<file path="config.mk">
export PLATFORM = sky130hd
export DESIGN_NAME = imem_loader
export DESIGN_NICKNAME = d
export VERILOG_FILES = /design/src/rtl/imem_loader.sv
export SDC_FILE = /design/constraint.sdc
export NUM_CORES = 1
export LEC_CHECK = 0
export ABC_CLOCK_PERIOD_IN_PS = 3300
export CORE_ASPECT_RATIO = 1.75
export CORE_MARGIN = 4
export CORE_UTILIZATION = 40
export CTS_BUF_LIST = sky130_fd_sc_hd__clkbuf_8
export CTS_CLUSTER_SIZE = 8
export DETAILED_ROUTE_END_ITERATION = 10
export SLEW_MARGIN = 20
export SYNTH_ARGS = -nofsm -noshare
export SYNTH_HDL_FRONTEND = slang
export SYNTH_SLANG_ARGS = --single-unit
</file>
<file path="constraint.sdc">
create_clock -name clk -period 3.3 [get_ports clk]
set_input_delay 0.99 -clock clk [delete_from_list [all_inputs] [get_ports clk]]
set_output_delay 0.99 -clock clk [all_outputs]
set_load 0.02 [all_outputs]
</file>
<file path="src/rtl/imem_loader.sv">
// rtl/imem_loader.sv - framed byte-stream loader that writes the byte-wide instruction memory
// Frame: address, length (0 = 256), payload, checksum; the CPU is held in reset until a clean load completes.
module imem_loader #(
  parameter int unsigned TIMEOUT_CYCLES = 0,
  parameter bit          REQUIRE_EVEN   = 1'b1
) (
  input  logic       clk,
  input  logic       rst,
  input  logic       start,
  input  logic [7:0] in_data,
  input  logic       in_valid,
  output logic       in_ready,
  output logic       mem_we,
  output logic [7:0] mem_waddr,
  output logic [7:0] mem_wdata,
  output logic       cpu_hold,
  output logic       busy,
  output logic       done,
  output logic       error,
  output logic [1:0] err_code
);

  typedef enum logic [2:0] {
    S_IDLE,
    S_HDR_ADDR,
    S_HDR_LEN,
    S_DATA,
    S_CSUM,
    S_DONE,
    S_ERROR
  } state_e;

  localparam logic [1:0] ERR_NONE    = 2'd0;
  localparam logic [1:0] ERR_CSUM    = 2'd1;
  localparam logic [1:0] ERR_ODD     = 2'd2;
  localparam logic [1:0] ERR_TIMEOUT = 2'd3;

  state_e      state_q, state_d;
  logic [7:0]  ptr_q, ptr_d;
  logic [7:0]  sum_q, sum_d;
  logic [8:0]  cnt_q, cnt_d;
  logic [31:0] idle_q, idle_d;
  logic [1:0]  err_code_q, err_code_d;
  logic        mem_we_q, mem_we_d;
  logic [7:0]  mem_waddr_q, mem_waddr_d;
  logic [7:0]  mem_wdata_q, mem_wdata_d;

  logic        xfer;
  logic [7:0]  sum_next;

  assign xfer     = in_valid && in_ready;
  assign sum_next = sum_q + in_data;

  // Reset also squashes a strobe that a DATA transfer on the reset edge would have produced.
  always_ff @(posedge clk) begin
    if (rst) begin
      state_q     <= S_IDLE;
      ptr_q       <= 8'd0;
      sum_q       <= 8'd0;
      cnt_q       <= 9'd0;
      idle_q      <= 32'd0;
      err_code_q  <= ERR_NONE;
      mem_we_q    <= 1'b0;
      mem_waddr_q <= 8'd0;
      mem_wdata_q <= 8'd0;
    end else begin
      state_q     <= state_d;
      ptr_q       <= ptr_d;
      sum_q       <= sum_d;
      cnt_q       <= cnt_d;
      idle_q      <= idle_d;
      err_code_q  <= err_code_d;
      mem_we_q    <= mem_we_d;
      mem_waddr_q <= mem_waddr_d;
      mem_wdata_q <= mem_wdata_d;
    end
  end

  always_comb begin
    state_d     = state_q;
    ptr_d       = ptr_q;
    sum_d       = sum_q;
    cnt_d       = cnt_q;
    idle_d      = idle_q;
    err_code_d  = err_code_q;
    mem_we_d    = 1'b0;
    mem_waddr_d = mem_waddr_q;
    mem_wdata_d = mem_wdata_q;

    case (state_q)
      S_IDLE, S_DONE, S_ERROR: begin
        if (start) begin
          state_d    = S_HDR_ADDR;
          err_code_d = ERR_NONE;
          idle_d     = 32'd0;
        end
      end
      S_HDR_ADDR: begin
        if (xfer) begin
          ptr_d   = in_data;
          sum_d   = in_data;
          state_d = S_HDR_LEN;
        end
      end
      S_HDR_LEN: begin
        if (xfer) begin
          sum_d = sum_next;
          cnt_d = (in_data == 8'd0) ? 9'd256 : {1'b0, in_data};
          if (REQUIRE_EVEN && in_data[0]) begin
            state_d    = S_ERROR;
            err_code_d = ERR_ODD;
          end else begin
            state_d = S_DATA;
          end
        end
      end
      S_DATA: begin
        if (xfer) begin
          mem_we_d    = 1'b1;
          mem_waddr_d = ptr_q;
          mem_wdata_d = in_data;
          ptr_d       = ptr_q + 8'd1;
          sum_d       = sum_next;
          cnt_d       = cnt_q - 9'd1;
          if (cnt_q == 9'd1) begin
            state_d = S_CSUM;
          end
        end
      end
      S_CSUM: begin
        if (xfer) begin
          if (sum_next == 8'd0) begin
            state_d = S_DONE;
          end else begin
            state_d    = S_ERROR;
            err_code_d = ERR_CSUM;
          end
        end
      end
      default: state_d = S_IDLE;
    endcase

    // A transfer always resets the idle count; only stalls inside a frame advance it.
    if (busy) begin
      if (xfer) begin
        idle_d = 32'd0;
      end else if (TIMEOUT_CYCLES != 0) begin
        idle_d = idle_q + 32'd1;
        if (idle_q + 32'd1 == TIMEOUT_CYCLES) begin
          state_d    = S_ERROR;
          err_code_d = ERR_TIMEOUT;
        end
      end
    end
  end

  always_comb begin
    busy     = 1'b0;
    done     = 1'b0;
    error    = 1'b0;
    cpu_hold = 1'b1;
    case (state_q)
      S_HDR_ADDR, S_HDR_LEN, S_DATA, S_CSUM: busy = 1'b1;
      S_DONE: begin
        done     = 1'b1;
        cpu_hold = 1'b0;
      end
      S_ERROR: error = 1'b1;
      default: ;
    endcase
    in_ready = busy;
  end

  assign mem_we    = mem_we_q;
  assign mem_waddr = mem_waddr_q;
  assign mem_wdata = mem_wdata_q;
  assign err_code  = err_code_q;

endmodule

</file>
Yosys cells after proc, flatten, opt, wreduce, memory -nomap -nowiden
Index checks and enable logic that the tools add are counted.
Widths: inputs -> output; s select.
- memories: 0
- register bits after elaboration: 47
- bits in writable memories: 0
- input port bits: 12
- latch bits: 0
- logic and storage cells: 75
- bits in read-only memories: 0
- divide/modulo/power cells: 0
- multipliers: 0
- muxes and demuxes: 29
- bitwise logic cells: 1
- equal/unequal tests: 16
- magnitude comparators: 0
- add/subtract/negate cells: 3
- reduce and logical (&&, ||, !) cells: 18
- shifts and indexed selects: 0
- operator list (kind ; number):
    $pmux 8 s2 ; 2
    $mux 9 ; 3
    $mux 8 ; 3
    $mux 3 ; 7
    $pmux 9 s2 ; 1
    $logic_not 8->1 ; 2
    $ne 2x2->1 const B ; 8
    $pmux 3 s5 ; 1
    $mux 2 ; 6
    $reduce_and 6->1 ; 2
    $eq 3x3->1 const B ; 3
    $eq 9x1->1 const B ; 1
    $reduce_and 3->1 ; 3
    $sub 9x1->9 const B ; 1
    $add 8x1->8 const B ; 1
    $add 8x8->8 ; 1
    $eq 3x2->1 const B ; 2
    $pmux 2 s3 ; 1
    $reduce_bool 2->1 ; 3
    $mux 1 ; 5
    $reduce_or 2->1 ; 2
    $reduce_or 4->1 ; 1
    $eq 3x1->1 const B ; 1
    $logic_not 3->1 ; 1
    other kinds (6) ; 6

Logic depth before layout (Yosys ltp)
- word-level depth: 6
- depth in mapped cells: 8
- mapped depth without buffers: 8

Least setup slack after synthesis
OpenSTA, ideal clock, no wires.
- path type: input-to-reg
- start point: input in_data[0]
- end point: register state_q[0]
- cell stages on the path: 8
- path slack: 0.324 ns
- library setup time: 0.096 ns
- arrival time: 2.880 ns
- cells stage by stage: ha_1 fa_1 a211o_1 a21oi_1 o221ai_1 a2111oi_4 a21oi_2 o41ai_2
- longest elaborated chain between the ends: 5
- elaborated cells between the ends (all ways): 7
- classes of those cells: add/sub: 1; mux: 5; reduce/logical: 1
- ends and longest elaborated chain (what ; RTL line ; RTL):
    start: declaration ; 10 ; input logic [7:0] in_data,
    $add 8x8->8 ; 52 ; assign sum_next = sum_q + in_data;
    $logic_not 8->1 ; 132 ; if (sum_next == 8'd0) begin
    $mux 2 ; 132 ;
    $mux 3 ; 131 ; if (xfer) begin
    $pmux 3 s5 (*) ; 90 ; case (state_q)
    end signal: assignment ; 67 ; state_q <= state_d;
    end: declaration ; 38 ; state_e state_q, state_d;
Mark *: on every way between the ends. The rest lies on a longest branch, timed or not. The select of a mux whose other input is x is not followed.
A chain may end at the register's enable or synchronous reset.

Worst setup path after layout
- start point: input in_data[0]
- end point: register err_code_q[0], in the netlist err_code[0]
- longest elaborated chain between the ends: 4
- elaborated cells between the ends (all ways): 5
- classes of those cells: add/sub: 1; eq/ne: 2; reduce/logical: 2
- ends and longest elaborated chain (what ; RTL line ; RTL):
    $add 8x8->8 ; 52 ;
    $logic_not 8->1 ; 132 ;
    $ne 2x2->1 (no source line) ; -- ;
    $reduce_and 6->1 (no source line) (*) ; -- ;
    end signal: assignment ; 72 ; err_code_q <= err_code_d;
    end: declaration ; 43 ; logic [1:0] err_code_q, err_code_d;
Mark *: on every way between the ends. The rest lies on a longest branch, timed or not.

==> results.json <==
{
  "status": "finished clean",
  "first_global_vias": 2619,
  "yosysSeqAreaShare_pct": 33.3,
  "critPathLaunchType": "primary input",
  "synth_warnings": 0,
  "core-area_um2": 6860,
  "cpMaxStageDelayCell": "clkdlybuf4s50_1",
  "synth-compound-area-share_pct": 27.0,
  "place_ws_ns": -0.349,
  "synth_edf_count": 0,
  "grt.overflow.total": 0,
  "boundaryPins": 36,
  "worstHoldStart": "mem_waddr[5]",
  "slew-limit-headroom_pct": 48.2,
  "cp_max_fo": 4,
  "r2r-start": "sum_q[0]",
  "grt_max_degree": 33,
  "max_stage_delay_ns": 0.43,
  "yosys.area.top_type": "dfxtp_1",
  "viasPerCell": 5.63,
  "synth.distinct_cells": 60,
  "grt_setup_unrepaired": "false",
  "vias": 2790,
  "grt_usage_pct": 18.6,
  "synth-simple-area-share_pct": 25.9,
  "portBuffers": 35,
  "finalCritPeriodShare_pct": 96.0,
  "synth-adder-area-share_pct": 5.13,
  "n_antenna_cell": 0,
  "fin_worst_skew_ns": 0.00546,
  "final_common_cell": "nand2_1",
  "antenna_found_initial": 0,
  "synth_top_family_by_area": "compound AO/OA/AOI/OAI gates",
  "path_cells": "clkdlybuf4s50_1 > ha_2 > fa_2 > a211o_1 > and3_2 > o311ai_2 > a2111oi_4 > nand3b_1 > a21oi_1",
  "layout_min_cycle_time_ns": 3.17,
  "cts_sinks": 47,
  "finalHoldViolCount": 0,
  "synthMuxAreaShare_pct": 1.11,
  "cts_tree": "built",
  "leakagePower_nw": 1.31,
  "maxSlewViolCount": 0,
  "rows": 40,
  "fmax_mhz": 316,
  "cp.arrival_ns": 3.42,
  "timing.final.ws_setup_ns": 0.131,
  "cpLargestDelayFamily": "compound AO/OA/AOI/OAI gates",
  "drc": 0,
  "place_congestion": 0.935,
  "start_util_pct": 41.3,
  "drtAntennaViolNets": 0,
  "clkSlewWorstSetupHoldPaths_ns": 0.08,
  "netlist_top_cells_area": "dfxtp_1, nand2_1, a21oi_1",
  "die-height_um": 119,
  "dp_hpwl_um": 5770,
  "synth_top_area_share_pct": 33.3,
  "h-tree-depth": 2,
  "syn_area_um2": 2830,
  "syn_nets": 384,
  "drive_above_1_share_pct": 13.6,
  "required_ns": 3.55,
  "maxCapViolCount": 0,
  "tightest_slew_ns": 0.774,
  "fin_hold_ws_ns": 0.456,
  "wl_per_cell_um": 15.6,
  "dieArea_um2": 8530,
  "area_delta_synth_final_pct": 23.3,
  "synth_flop_cell": "dfxtp_1",
  "layout_common_cells": "nand2_1, dfxtp_1, a21oi_1, clkdlybuf4s50_1, nor2_1",
  "dr.pass1.iters": 4,
  "synth-xor-area-share_pct": 0.929,
  "cts_root_buffer": "clkbuf_8",
  "postSynthCellCount": 361,
  "setup.worst_path.start": "in_data[0]",
  "end_kind": "flop",
  "path_buf_inv": 1,
  "nNetsFinal": 435,
  "vdd_drop_max_mv": 0.188,
  "async_flop_share_pct": 0,
  "clk_latency_ns": 0.32,
  "path_class": "in2reg",
  "grt_pass1_wl_um": 12600,
  "avgSynthCellArea_um2": 7.84,
  "drt_first_iter_violations": 271,
  "synth_seq_cells": 47,
  "cts_buffer_depth": 2,
  "cts_made_buffers": 5,
  "min_path_type": "reg2reg",
  "die-width_um": 71.6,
  "setup_viol": 0,
  "power_density_nw_per_um2": 423,
  "routed_wl_um": 7740
}
-- synthesized netlist by cell type, types with 6 or more instances --
cell,n
clkbuf_1,12
a21oi_1,39
nor3_1,8
nor2_1,33
a311oi_1,7
nand2_1,68
inv_1,6
o21ai_0,24
nand3_1,8
dfxtp_1,47
ha_1,10
nor2b_1,7
-- repair_timing --
item,in CTS,in global routing
resized for setup,0,4
setup buffers,0,2
gates cloned,0,0
hold endpoints to repair,0,0
endpoints found under the setup margin,1,4
pin swaps,1,5
hold buffers,0,0
-- logic make-up (layout without fill, tap and decap cells) --
| group | after synthesis | in the layout |
|---|---|---|
| flops | 47 | 47 |
| compound gates | 111 | 111 |
| buf+inv | 29 | 80 |
| mux | 3 | 3 |
| xor+xnor | 3 | 3 |
| fa+ha+maj | 11 | 11 |
| simple gates | 157 | 157 |
-- registers in the layout (all words and copies together) (netlist names) --
signal and cells:
cnt_q 9, mem_we 1, mem_wdata 8, mem_waddr 8, state_q 3, err_code 2
ptr_q 8, sum_q 8
-- worst register-to-register path: stages (launching register included) --
cell       delay [ns]
dfxtp_1          0.32
ha_2             0.18
fa_2             0.36
a211o_1          0.35
and3_2           0.24
o311ai_2         0.37
a2111oi_4        0.09
nand3b_1         0.22
a21oi_1          0.16
-- path summary, 6_finish.rpt --
check / slack [ns] / cells after the start / end
setup / recovery: 0.13 / 9 / err_code[0]
setup reg to reg: 0.94 / 8 / err_code[0]
hold reg to reg: 0.46 / 2 / mem_waddr[5]
hold / removal: 0.46 / 2 / mem_waddr[5]
-- final cells by class --
class / instances / area [um^2]
fillers: 667 / 3370
multi-input cells: 285 / 1710
flip-flops and latches: 47 / 941
repair buffers: 67 / 603
well taps: 84 / 105
clock buffers: 5 / 68.8
clock inverters: 2 / 33.8
inverters: 6 / 22.5
-- power by group --
part / switching [mW] / internal [mW]
logic: 0.242 / 0.193
registers: 0.0232 / 0.595
clock network: 0.203 / 0.219
total: 0.468 / 1.01
-- through the flow --
stage	instances	TNS (ns)	utilization (%)	area, um^2	power, mW
global route	496	0	50.9	3490	1.55
CTS	494	0	50.4	3460	1.47
floorplan	361	0	-	2830	0.910
global placement	487	-0.986	48.9	3360	1.04
detailed placement	487	-1.42	48.9	3360	1.05
finish	496	0	50.9	3490	1.47
-- per-layer routing --
metal | vias to the layer above | global-route usage [%] | wire [um]
met3 | 13 | 2.28 | 243
met1 | 1318 | 19.9 | 2980
met2 | 66 | 34.5 | 4270
met4 | 0 | 9.29 | 244
met5 | - | 0 | 0
li1 | 1393 | - | -
Power figures use the tool's default switching activity.
